`src/rtl/kyber_pkg.sv`:
```
// Shared Kyber constants and scheduler state type for the pointwise-multiply slice.
package kyber_pkg;

   localparam int KYBER_Q = 3329;
   localparam int COEF_W  = 12;
   localparam int KYBER_N = 256;

   typedef enum logic [1:0] {
      IDLE,
      RUN,
      DRAIN,
      DONE
   } sched_state_e;

   // Bits needed to hold any value in [0, max_val].
   function automatic int unsigned cnt_width(input int unsigned max_val);
      return $clog2(max_val + 1);
   endfunction

endpackage

```
`src/rtl/pwm_result_fifo.sv`:
```
// Synchronous result FIFO with occupancy count; used by pointwise_mult_sched
// only when PWM_SCHED_BP_EN is defined.
module pwm_result_fifo
   import kyber_pkg::*;
#(
   parameter int W     = 20,
   parameter int DEPTH = 6,
   parameter int CNT_W = 4
) (
   input  logic             clk,
   input  logic             rst,
   input  logic             push,
   input  logic [W-1:0]     push_data,
   input  logic             pop,
   output logic [W-1:0]     head_data,
   output logic             empty,
   output logic [CNT_W-1:0] count
);

   localparam int PTR_W = (DEPTH > 1) ? $clog2(DEPTH) : 1;

   logic [W-1:0]     mem [DEPTH];
   logic [PTR_W-1:0] wr_ptr;
   logic [PTR_W-1:0] rd_ptr;
   logic             do_push;
   logic             do_pop;

   // Depth need not be a power of two, so pointers wrap explicitly.
   function automatic logic [PTR_W-1:0] next_ptr(input logic [PTR_W-1:0] p);
      return (p == PTR_W'(DEPTH - 1)) ? '0 : p + 1'b1;
   endfunction

   assign empty     = (count == '0);
   assign do_push   = push && (count != CNT_W'(DEPTH));
   assign do_pop    = pop && !empty;
   assign head_data = mem[rd_ptr];

   always_ff @(posedge clk) begin
      if (do_push) mem[wr_ptr] <= push_data;
   end

   always_ff @(posedge clk or negedge rst) begin
      if (!rst) begin
         wr_ptr <= '0;
         rd_ptr <= '0;
         count  <= '0;
      end else begin
         if (do_push) wr_ptr <= next_ptr(wr_ptr);
         if (do_pop)  rd_ptr <= next_ptr(rd_ptr);
         case ({do_push, do_pop})
            2'b10:   count <= count + 1'b1;
            2'b01:   count <= count - 1'b1;
            default: count <= count;
         endcase
      end
   end

endmodule

```
`src/rtl/pointwise_mult_sched.sv`:
```
// Pointwise polynomial multiply sequencer around the shared pipelined mod-q multiplier.
// Optional write backpressure with a result FIFO: define PWM_SCHED_BP_EN.
module pointwise_mult_sched
   import kyber_pkg::*;
#(
   parameter int N_COEF   = KYBER_N,
   parameter int ADDR_W   = 8,
   parameter int MULT_LAT = 4,
   parameter int FIFO_DEP = 6
) (
   input  logic              clk,
   input  logic              rst,
   input  logic              start,
   output logic              busy,
   output logic              done,
   output logic              rd_en,
   output logic [ADDR_W-1:0] rd_addr,
   input  logic [COEF_W-1:0] rd_a,
   input  logic [COEF_W-1:0] rd_b,
   output logic [COEF_W-1:0] mul_a,
   output logic [COEF_W-1:0] mul_b,
   input  logic [COEF_W-1:0] mul_res,
   output logic              wr_en,
   output logic [ADDR_W-1:0] wr_addr,
   output logic [COEF_W-1:0] wr_data,
   input  logic              wr_ready
);

   localparam int ISSUE_W = ADDR_W + 1;
   localparam int CNT_W   = cnt_width(FIFO_DEP + MULT_LAT + 1);

   sched_state_e       state;
   logic [ISSUE_W-1:0] issued;
   logic [MULT_LAT:1]  trk_vld;
   logic [ADDR_W-1:0]  trk_addr [1:MULT_LAT];
   logic [CNT_W-1:0]   in_flight;
   logic               tap_vld;
   logic [ADDR_W-1:0]  tap_addr;
   logic               can_issue;
   logic               pipe_empty;

   assign mul_a = rd_a;
   assign mul_b = rd_b;

   // The registered read strobe is stage 0; stage 1 lines up with mul_a/mul_b and
   // stage MULT_LAT with mul_res, so the tap names the address of the current product.
   assign tap_vld  = trk_vld[MULT_LAT];
   assign tap_addr = trk_addr[MULT_LAT];

   always_comb begin
      in_flight = CNT_W'(rd_en);
      for (int unsigned i = 1; i <= MULT_LAT; i++) begin
         in_flight = in_flight + CNT_W'(trk_vld[i]);
      end
   end

   always_ff @(posedge clk or negedge rst) begin
      if (!rst) begin
         trk_vld <= '0;
         for (int unsigned i = 1; i <= MULT_LAT; i++) trk_addr[i] <= '0;
      end else begin
         trk_vld[1]  <= rd_en;
         trk_addr[1] <= rd_addr;
         for (int unsigned i = 2; i <= MULT_LAT; i++) begin
            trk_vld[i]  <= trk_vld[i-1];
            trk_addr[i] <= trk_addr[i-1];
         end
      end
   end

`ifdef PWM_SCHED_BP_EN
   logic [ADDR_W+COEF_W-1:0] fifo_head;
   logic                     fifo_empty;
   logic [CNT_W-1:0]         fifo_count;

   pwm_result_fifo #(
      .W     (ADDR_W + COEF_W),
      .DEPTH (FIFO_DEP),
      .CNT_W (CNT_W)
   ) u_fifo (
      .clk       (clk),
      .rst       (rst),
      .push      (tap_vld),
      .push_data ({tap_addr, mul_res}),
      .pop       (wr_en & wr_ready),
      .head_data (fifo_head),
      .empty     (fifo_empty),
      .count     (fifo_count)
   );

   assign wr_en              = !fifo_empty;
   assign {wr_addr, wr_data} = fifo_empty ? '0 : fifo_head;

   // Every in-flight product already owns a FIFO slot, so the multiplier never
   // needs to stall.
   assign can_issue  = (in_flight + fifo_count) < CNT_W'(FIFO_DEP);
   assign pipe_empty = (in_flight == '0) && fifo_empty;
`else
   logic unused_wr_ready;
   assign unused_wr_ready = wr_ready;

   always_ff @(posedge clk or negedge rst) begin
      if (!rst) begin
         wr_en   <= 1'b0;
         wr_addr <= '0;
         wr_data <= '0;
      end else begin
         wr_en   <= tap_vld;
         wr_addr <= tap_addr;
         wr_data <= mul_res;
      end
   end

   assign can_issue  = 1'b1;
   assign pipe_empty = (in_flight == '0);
`endif

   always_ff @(posedge clk or negedge rst) begin
      if (!rst) begin
         state   <= IDLE;
         busy    <= 1'b0;
         done    <= 1'b0;
         rd_en   <= 1'b0;
         rd_addr <= '0;
         issued  <= '0;
      end else begin
         done <= 1'b0;
         unique case (state)
            IDLE: begin
               // The first read goes out together with the transition into RUN.
               if (start) begin
                  state   <= RUN;
                  busy    <= 1'b1;
                  rd_en   <= 1'b1;
                  rd_addr <= '0;
                  issued  <= ISSUE_W'(1);
               end
            end
            RUN: begin
               if (issued == ISSUE_W'(N_COEF)) begin
                  state <= DRAIN;
                  rd_en <= 1'b0;
               end else if (can_issue) begin
                  rd_en   <= 1'b1;
                  rd_addr <= issued[ADDR_W-1:0];
                  issued  <= issued + 1'b1;
               end else begin
                  rd_en <= 1'b0;
               end
            end
            DRAIN: begin
               if (pipe_empty) begin
                  state <= DONE;
                  busy  <= 1'b0;
                  done  <= 1'b1;
               end
            end
            DONE: begin
               state <= IDLE;
            end
            default: begin
               state <= IDLE;
            end
         endcase
      end
   end

endmodule

```
`config.mk`:
```
export PLATFORM = sky130hd
export DESIGN_NAME = pointwise_mult_sched
export DESIGN_NICKNAME = d
export VERILOG_FILES = /design/src/rtl/kyber_pkg.sv /design/src/rtl/pwm_result_fifo.sv /design/src/rtl/pointwise_mult_sched.sv
export SDC_FILE = /design/constraint.sdc
export NUM_CORES = 1
export LEC_CHECK = 0
export BUFFER_PORTS_ARGS = -buffer_cell sky130_fd_sc_hd__buf_2
export CORE_MARGIN = 3
export CORE_UTILIZATION = 30
export DETAILED_ROUTE_END_ITERATION = 7
export SETUP_SLACK_MARGIN = 0.1
export SLEW_MARGIN = 20
export SYNTH_ARGS = -nofsm -noshare
export SYNTH_HDL_FRONTEND = slang
export SYNTH_SLANG_ARGS = --single-unit
```
`constraint.sdc`:
```
create_clock -name clk -period 3.3 [get_ports clk]
set_input_delay 0.33 -clock clk [delete_from_list [all_inputs] [get_ports clk]]
set_output_delay 0.33 -clock clk [all_outputs]
set_load 0.05 [all_outputs]
```
==> results of run 1 <==
## per-stage QoR
step,cell area (µm²),cells,utilization (%)
floorplan,2800,199,-
global placement,2950,323,33.1
detailed placement,2950,323,33.1
CTS,3180,339,35.7
global route,3180,339,35.7
finish,3180,339,35.7
## placed cells by master, fill, tap and decap left out, drive strengths merged
cell      netlist  final
a211oi          2      2
a21o            1      1
a21oi           5      5
a221o           1      1
a22o            6      6
a31o            1      1
and3            3      3
and4bb          1      1
buf            29     46
bufinv          0      2
clkbuf          1     12
clkinvlp        0      1
dfrtp          79     79
fa              2      2
ha              6      6
inv            12     13
mux2            1      1
mux2i           2      2
nand2          16     16
nand3           4      4
nand4           1      1
nor2            3      3
nor2b           1      1
nor3            4      4
nor4            1      1
o21a            3      3
o21ai          10     10
o31ai           2      2
o41ai           1      1
or3             1      1
## flip-flops by register name, indices dropped and copies added (netlist names), 2 cells and up
register,cells
issued,9
rd_addr,8
state,2
tap_addr,8
trk_addr,24
trk_vld,4
wr_addr,8
wr_data,12
## cells by family after synthesis
group                    after synthesis
multiplexers                           3
AND/OR/NAND/NOR                       35
buffers and inverters                 42
AO/OA/AOI/OAI                         32
adder cells (fa/ha/maj)                8
flip-flops                            79
## synth_stat cells, types with 2 or more instances
| master | n | share of area, % |
|---|---|---|
| a21oi_1 | 5 | 0.89 |
| a22o_1 | 6 | 1.9 |
| and3_1 | 3 | 0.67 |
| buf_2 | 3 | 0.54 |
| buf_4 | 24 | 6.4 |
| buf_6 | 2 | 0.80 |
| dfrtp_1 | 79 | 71 |
| fa_1 | 2 | 1.4 |
| ha_1 | 6 | 2.7 |
| inv_1 | 12 | 1.6 |
| nand2_1 | 16 | 2.1 |
| nand3_1 | 4 | 0.71 |
| nor2_1 | 3 | 0.40 |
| nor3_1 | 4 | 0.71 |
| o21a_1 | 3 | 0.80 |
| o21ai_0 | 7 | 1.3 |
| o21ai_1 | 3 | 0.54 |
| o31ai_1 | 2 | 0.54 |
## layer usage
metal,up-vias,wire [µm]
met1,715,1890
met4,0,64
li1,688,-
met5,-,0
met3,11,278
met2,40,2070
## area by class of cell
class,count,area (µm²),share of cell area [%]
sequential,79,1980,62.2
multi-input combinational,78,557,17.5
timing repair buffer,46,233,7.32
clock buffer,12,155,4.88
tap,108,135,4.25
clock inverter,4,76.3,2.40
inverter,12,45.0,1.42
## worst paths after layout
path,start,to,slack [ns],cells after the start
max in group asynchronous,rst,wr_addr[4],2.55,1
setup / recovery,rd_en,state[1],0.68,9
hold / removal,mul_res[3],wr_data[3],0.1,1
hold reg to reg,tap_addr[1],wr_addr[1],0.35,0
min in group asynchronous,rst,wr_data[1],0.16,1
setup reg to reg,rd_en,state[1],0.68,9
## where the power goes
group / switching [W] / total (W) / internal, W / leakage, nW
clock network: 0.000337 / 0.000807 / 0.000471 / 0.113
logic: 0.0000500 / 0.0000611 / 0.0000112 / 0.525
registers: 0.00000149 / 0.000976 / 0.000974 / 0.922
total: 0.000388 / 0.00184 / 0.00146 / 1.56
==> results.cfg, run 1 <==
[global_route]
antenna_found_initial = 0
met1_usage_pct = 10.8
grtUsageMet2_pct = 14.1
grt_pass1_wl_um = 7250
grt_pass1_vias = 1544
busiest_layer = met2
use_met3_pct = 3.18
grt_start_max_net_pins = 80
grt.total_usage_pct = 9.12
grt_overflow = 0

[worst_setup_path]
critPathSlowestCell = fa_1
cp-end-kind = register
critical_path.cell_chain = inv_1 -> fa_1 -> fa_1 -> inv_1 -> ha_1 -> nor2_1 -> nand2_1 -> a221o_1 -> mux2_4
worstSetupPathType = reg2reg
cp_max_fo = 4
cpPeakStageDelay_ns = 0.50
path_buf_inv = 2
cp.required_ns = 3.53
crit_arrival_ns = 2.85
cp-start-kind = register
critPathTopFamily = adder cells

[synthesis]
synth_cells = 199
synthSimpleGateAreaFrac_pct = 6.52
yosys_warnings = 0
synth_nets = 247
synth_edf_count = 0
avgSynthCellArea_um2 = 14.1
synth-compound-area-share_pct = 7.86
synth-adder-area-share_pct = 4.11
synth_xor_area_share_pct = 0
synth_top_family_by_area = buffers and inverters
synthMuxAreaShare_pct = 1.39
ys_async_sr_fraction_pct = 100
synth-seq-cells = 79
synth_area_um2 = 2800
netlist-cell-type-count = 33
synth-seq-area-share_pct = 70.6
synth_flop_cell = dfrtp_1

[placed_design]
numPortBuffers = 46
gp_congestion = 0.722
dp_hpwl_um = 2780
place_ws_ns = 0.665

[timing]
slew_violations = 0
finalSetupViolations = 0
slew_headroom_pct = 36.6
period_share_pct = 79.5
finalHoldWorstSlack_ns = 0.0981
final-hold-violation-count = 0
fin_skew_ns = 0.00702
timing.setup.tns_ns = 0
fin_crit_ns = 2.62
fin_ws_ns = 0.677
max_clock_freq_mhz = 381
rsz0062_at_grt = false
worstMarginPinSlew_ns = 0.952

[clock_network]
cts.sinks = 79
post_cts_buffers = 0
clk_pin_slew_ns = 0.08
clk_latency_ns = 0.33
cts_root_buf = clkbuf_8
cts-buffers-inserted = 9
ctsHoldBuffers = 0
cts_tree = done
h-tree-depth = 3
cts-resized-gates = 0
clk_path_buf_depth = 2

[floorplanning]
die_h_um = 103
dieArea_um2 = 10500
die_x_um = 103
ios = 96
coreArea_um2 = 8890
initial_core_util_pct = 31.5
rows = 34

[outcome]
outcome = completed

[worst_hold_path]
hp-class = in2reg

[routing]
drc = 0
wirelength_um = 4300
postRouteAntennaNets = 0
via_per_inst = 4.29
wl_per_cell_um = 12.7
drtIter0Drc = 36
dr.pass1.iters = 3
vias = 1454

[power_and_ir_drop]
peakVddDrop_mv = 0.218
p_leak_nw = 1.56
power_density_nw_per_um2 = 580
power.total_w = 0.00184

[finish]
syn_to_final_growth_pct = 13.5
fill_cells = 867
nets = 274
drive_gt1_share_pct = 28.1
antenna_cells = 0

[job]
cap_viol_max_count = 0
No activity file was read; power rests on OpenSTA's default activity.
==> inputs of run 2 (changes only) <==
Clock period 3.3 ns to 2.5 ns, I/O delays scaled along.
==> results.cfg, run 2 (synthesis results as in run 1) <==
[finish]
drive_gt1_share_pct = 31.6
top_register = trk_addr
layout_commonest_cell = dfrtp_1
nets = 290
multi_input_area_um2 = 582
final_cell_count_no_fill = 355
fill_cells = 833
largestRegisters = trk_addr x24, wr_data x12, issued x9
antenna_cells = 0
layout_common_cells = 78 x dfrtp_1, 45 x buf_2, 15 x nand2_1, 12 x dlygate4sd3_1
final-seq-area_um2 = 1980
syn_to_final_growth_pct = 19.0
largest_reg_flops = 24

[power_and_ir_drop]
peakVddDrop_mv = 0.287
p_switching_w = 0.000578
intPower_w = 0.00180
power.total_w = 0.00238
p_leak_nw = 1.62
p_clk_share_pct = 41.8
power_density_nw_per_um2 = 713
seqPwrFrac_pct = 54.2
switching_share_pct = 24.3
p_comb_share_pct = 4.1

[routing]
dr.pass1.iters = 4
via_per_inst = 4.41
postRouteAntennaNets = 0
wirelength_um = 4590
drtIter0Drc = 88
drc = 0
vias = 1564
wl_per_cell_um = 12.9

[floorplanning]
coreArea_um2 = 8890
rows = 34
ios = 96
die_x_um = 103
die_h_um = 103
initial_core_util_pct = 31.5
dieArea_um2 = 10500

[timing]
worstMarginPinSlew_ns = 0.868
slew_violations = 0
fin_crit_ns = 2.47
final-hold-violation-count = 0
finalSetupViolations = 0
fin_skew_ns = 0.00636
period_share_pct = 98.7
slew_headroom_pct = 42.1
max_clock_freq_mhz = 405
rsz0062_at_grt = true

[clock_network]
cts.sinks = 79
h-tree-depth = 3
clk_latency_ns = 0.35
cts_root_buf = clkbuf_8
cts-buffers-inserted = 9
clk_pin_slew_ns = 0.09
clk_path_buf_depth = 2
cts_tree = done
post_cts_buffers = 0

[outcome]
outcome = completed

[worst_setup_path]
cp-end-kind = register
cp_max_fo = 4
cp.required_ns = 2.74
cp-start-kind = register
crit_arrival_ns = 2.71
worstSetupPathType = reg2reg

[global_route]
antenna_found_initial = 0
grt_pass1_vias = 1710
grt_overflow = 0
grt_pass1_wl_um = 7670
grt.total_usage_pct = 9.62
grt_start_max_net_pins = 72

[placed_design]
dp_cells = 327
dp_hpwl_um = 2890
numPortBuffers = 46
gp_congestion = 0.813

[worst_hold_path]
hp-class = in2async

[job]
cap_viol_max_count = 0
## run 2: cell count changes in the layout (fill, tap and decap cells not counted), sizes merged
cell         before  now
bufinv            2    1
buf              46   50
clkbuf           12    9
dlygate4sd3       0   12
inv              13   17
## run 2: timing repair
action	4_1_cts	5_1_grt
pin swaps	1	0
endpoints found under the hold margin	12	0
setup endpoints to repair	1	1
gates resized for setup	6	0
hold buffers	12	0
## run 2: cell type report
type	count	share of cell area, %
well taps	108	4.05
clock inverters	7	2.59
repair buffers	62	11.5
clock buffers	9	3.72
flip-flops and latches	79	59.3
multi-input cells	78	17.5
inverters	12	1.35
## run 2: critical path, cell delays in order, from the launching register on
cell and delay (ns):
dfrtp_2 0.43, inv_2 0.06, fa_1 0.42, fa_2 0.35, inv_2 0.07, ha_4 0.19, nor2_4 0.11, nand2_2 0.06
a221o_1 0.35, mux2_4 0.31
## run 2: power by group through the flow
stage          sequential [W]  clock [W]  combinational (W)
4_1_cts               0.00129    0.00103          0.0000997
6_report              0.00129   0.000993          0.0000968
3_5_place_dp          0.00131          0          0.0000852
3_3_place_gp          0.00131          0          0.0000843
5_1_grt               0.00129    0.00109           0.000106
2_1_floorplan         0.00135          0           0.000104
## run 2: per-layer routing
metal  GRT usage (%)  share of wire, %  vias to the layer above
met4            6.56               2.0                        0
met1            10.1                41                      787
met2            16.2                52                       41
met3            3.32               5.5                       14
li1                -                 -                      722
met5               0                 0                        -
## run 2: path summary, 6_finish.rpt
check	slack (ns)	endpoint	from	cells past startpoint
worst max-delay path	0.03	state[1]	rd_en	9
min in group clk	0.24	busy	start	3
worst min register to register	0.35	trk_addr[21]	trk_addr[29]	0
max in group asynchronous	1.83	trk_addr[23]	rst	2
worst min-delay path	0.004	wr_data[9]	rst	1
worst max register to register	0.03	state[1]	rd_en	9
## run 2: through the flow
step                      setup TNS, ns  hold WS [ns]  util (%)  worst slack, ns  area (µm²)
after CTS                             0        0.0360      37.5           0.0255        3330
after global placement                0         0.331      33.5           0.0721        2980
final                                 0       0.00437      37.5           0.0337        3330
after floorplan                 -0.0314       -0.0456         -          -0.0314        2800
after global routing            -0.0437        0.0573      37.5          -0.0437        3330
after detailed placement        -0.0103         0.335      33.5          -0.0103        2980
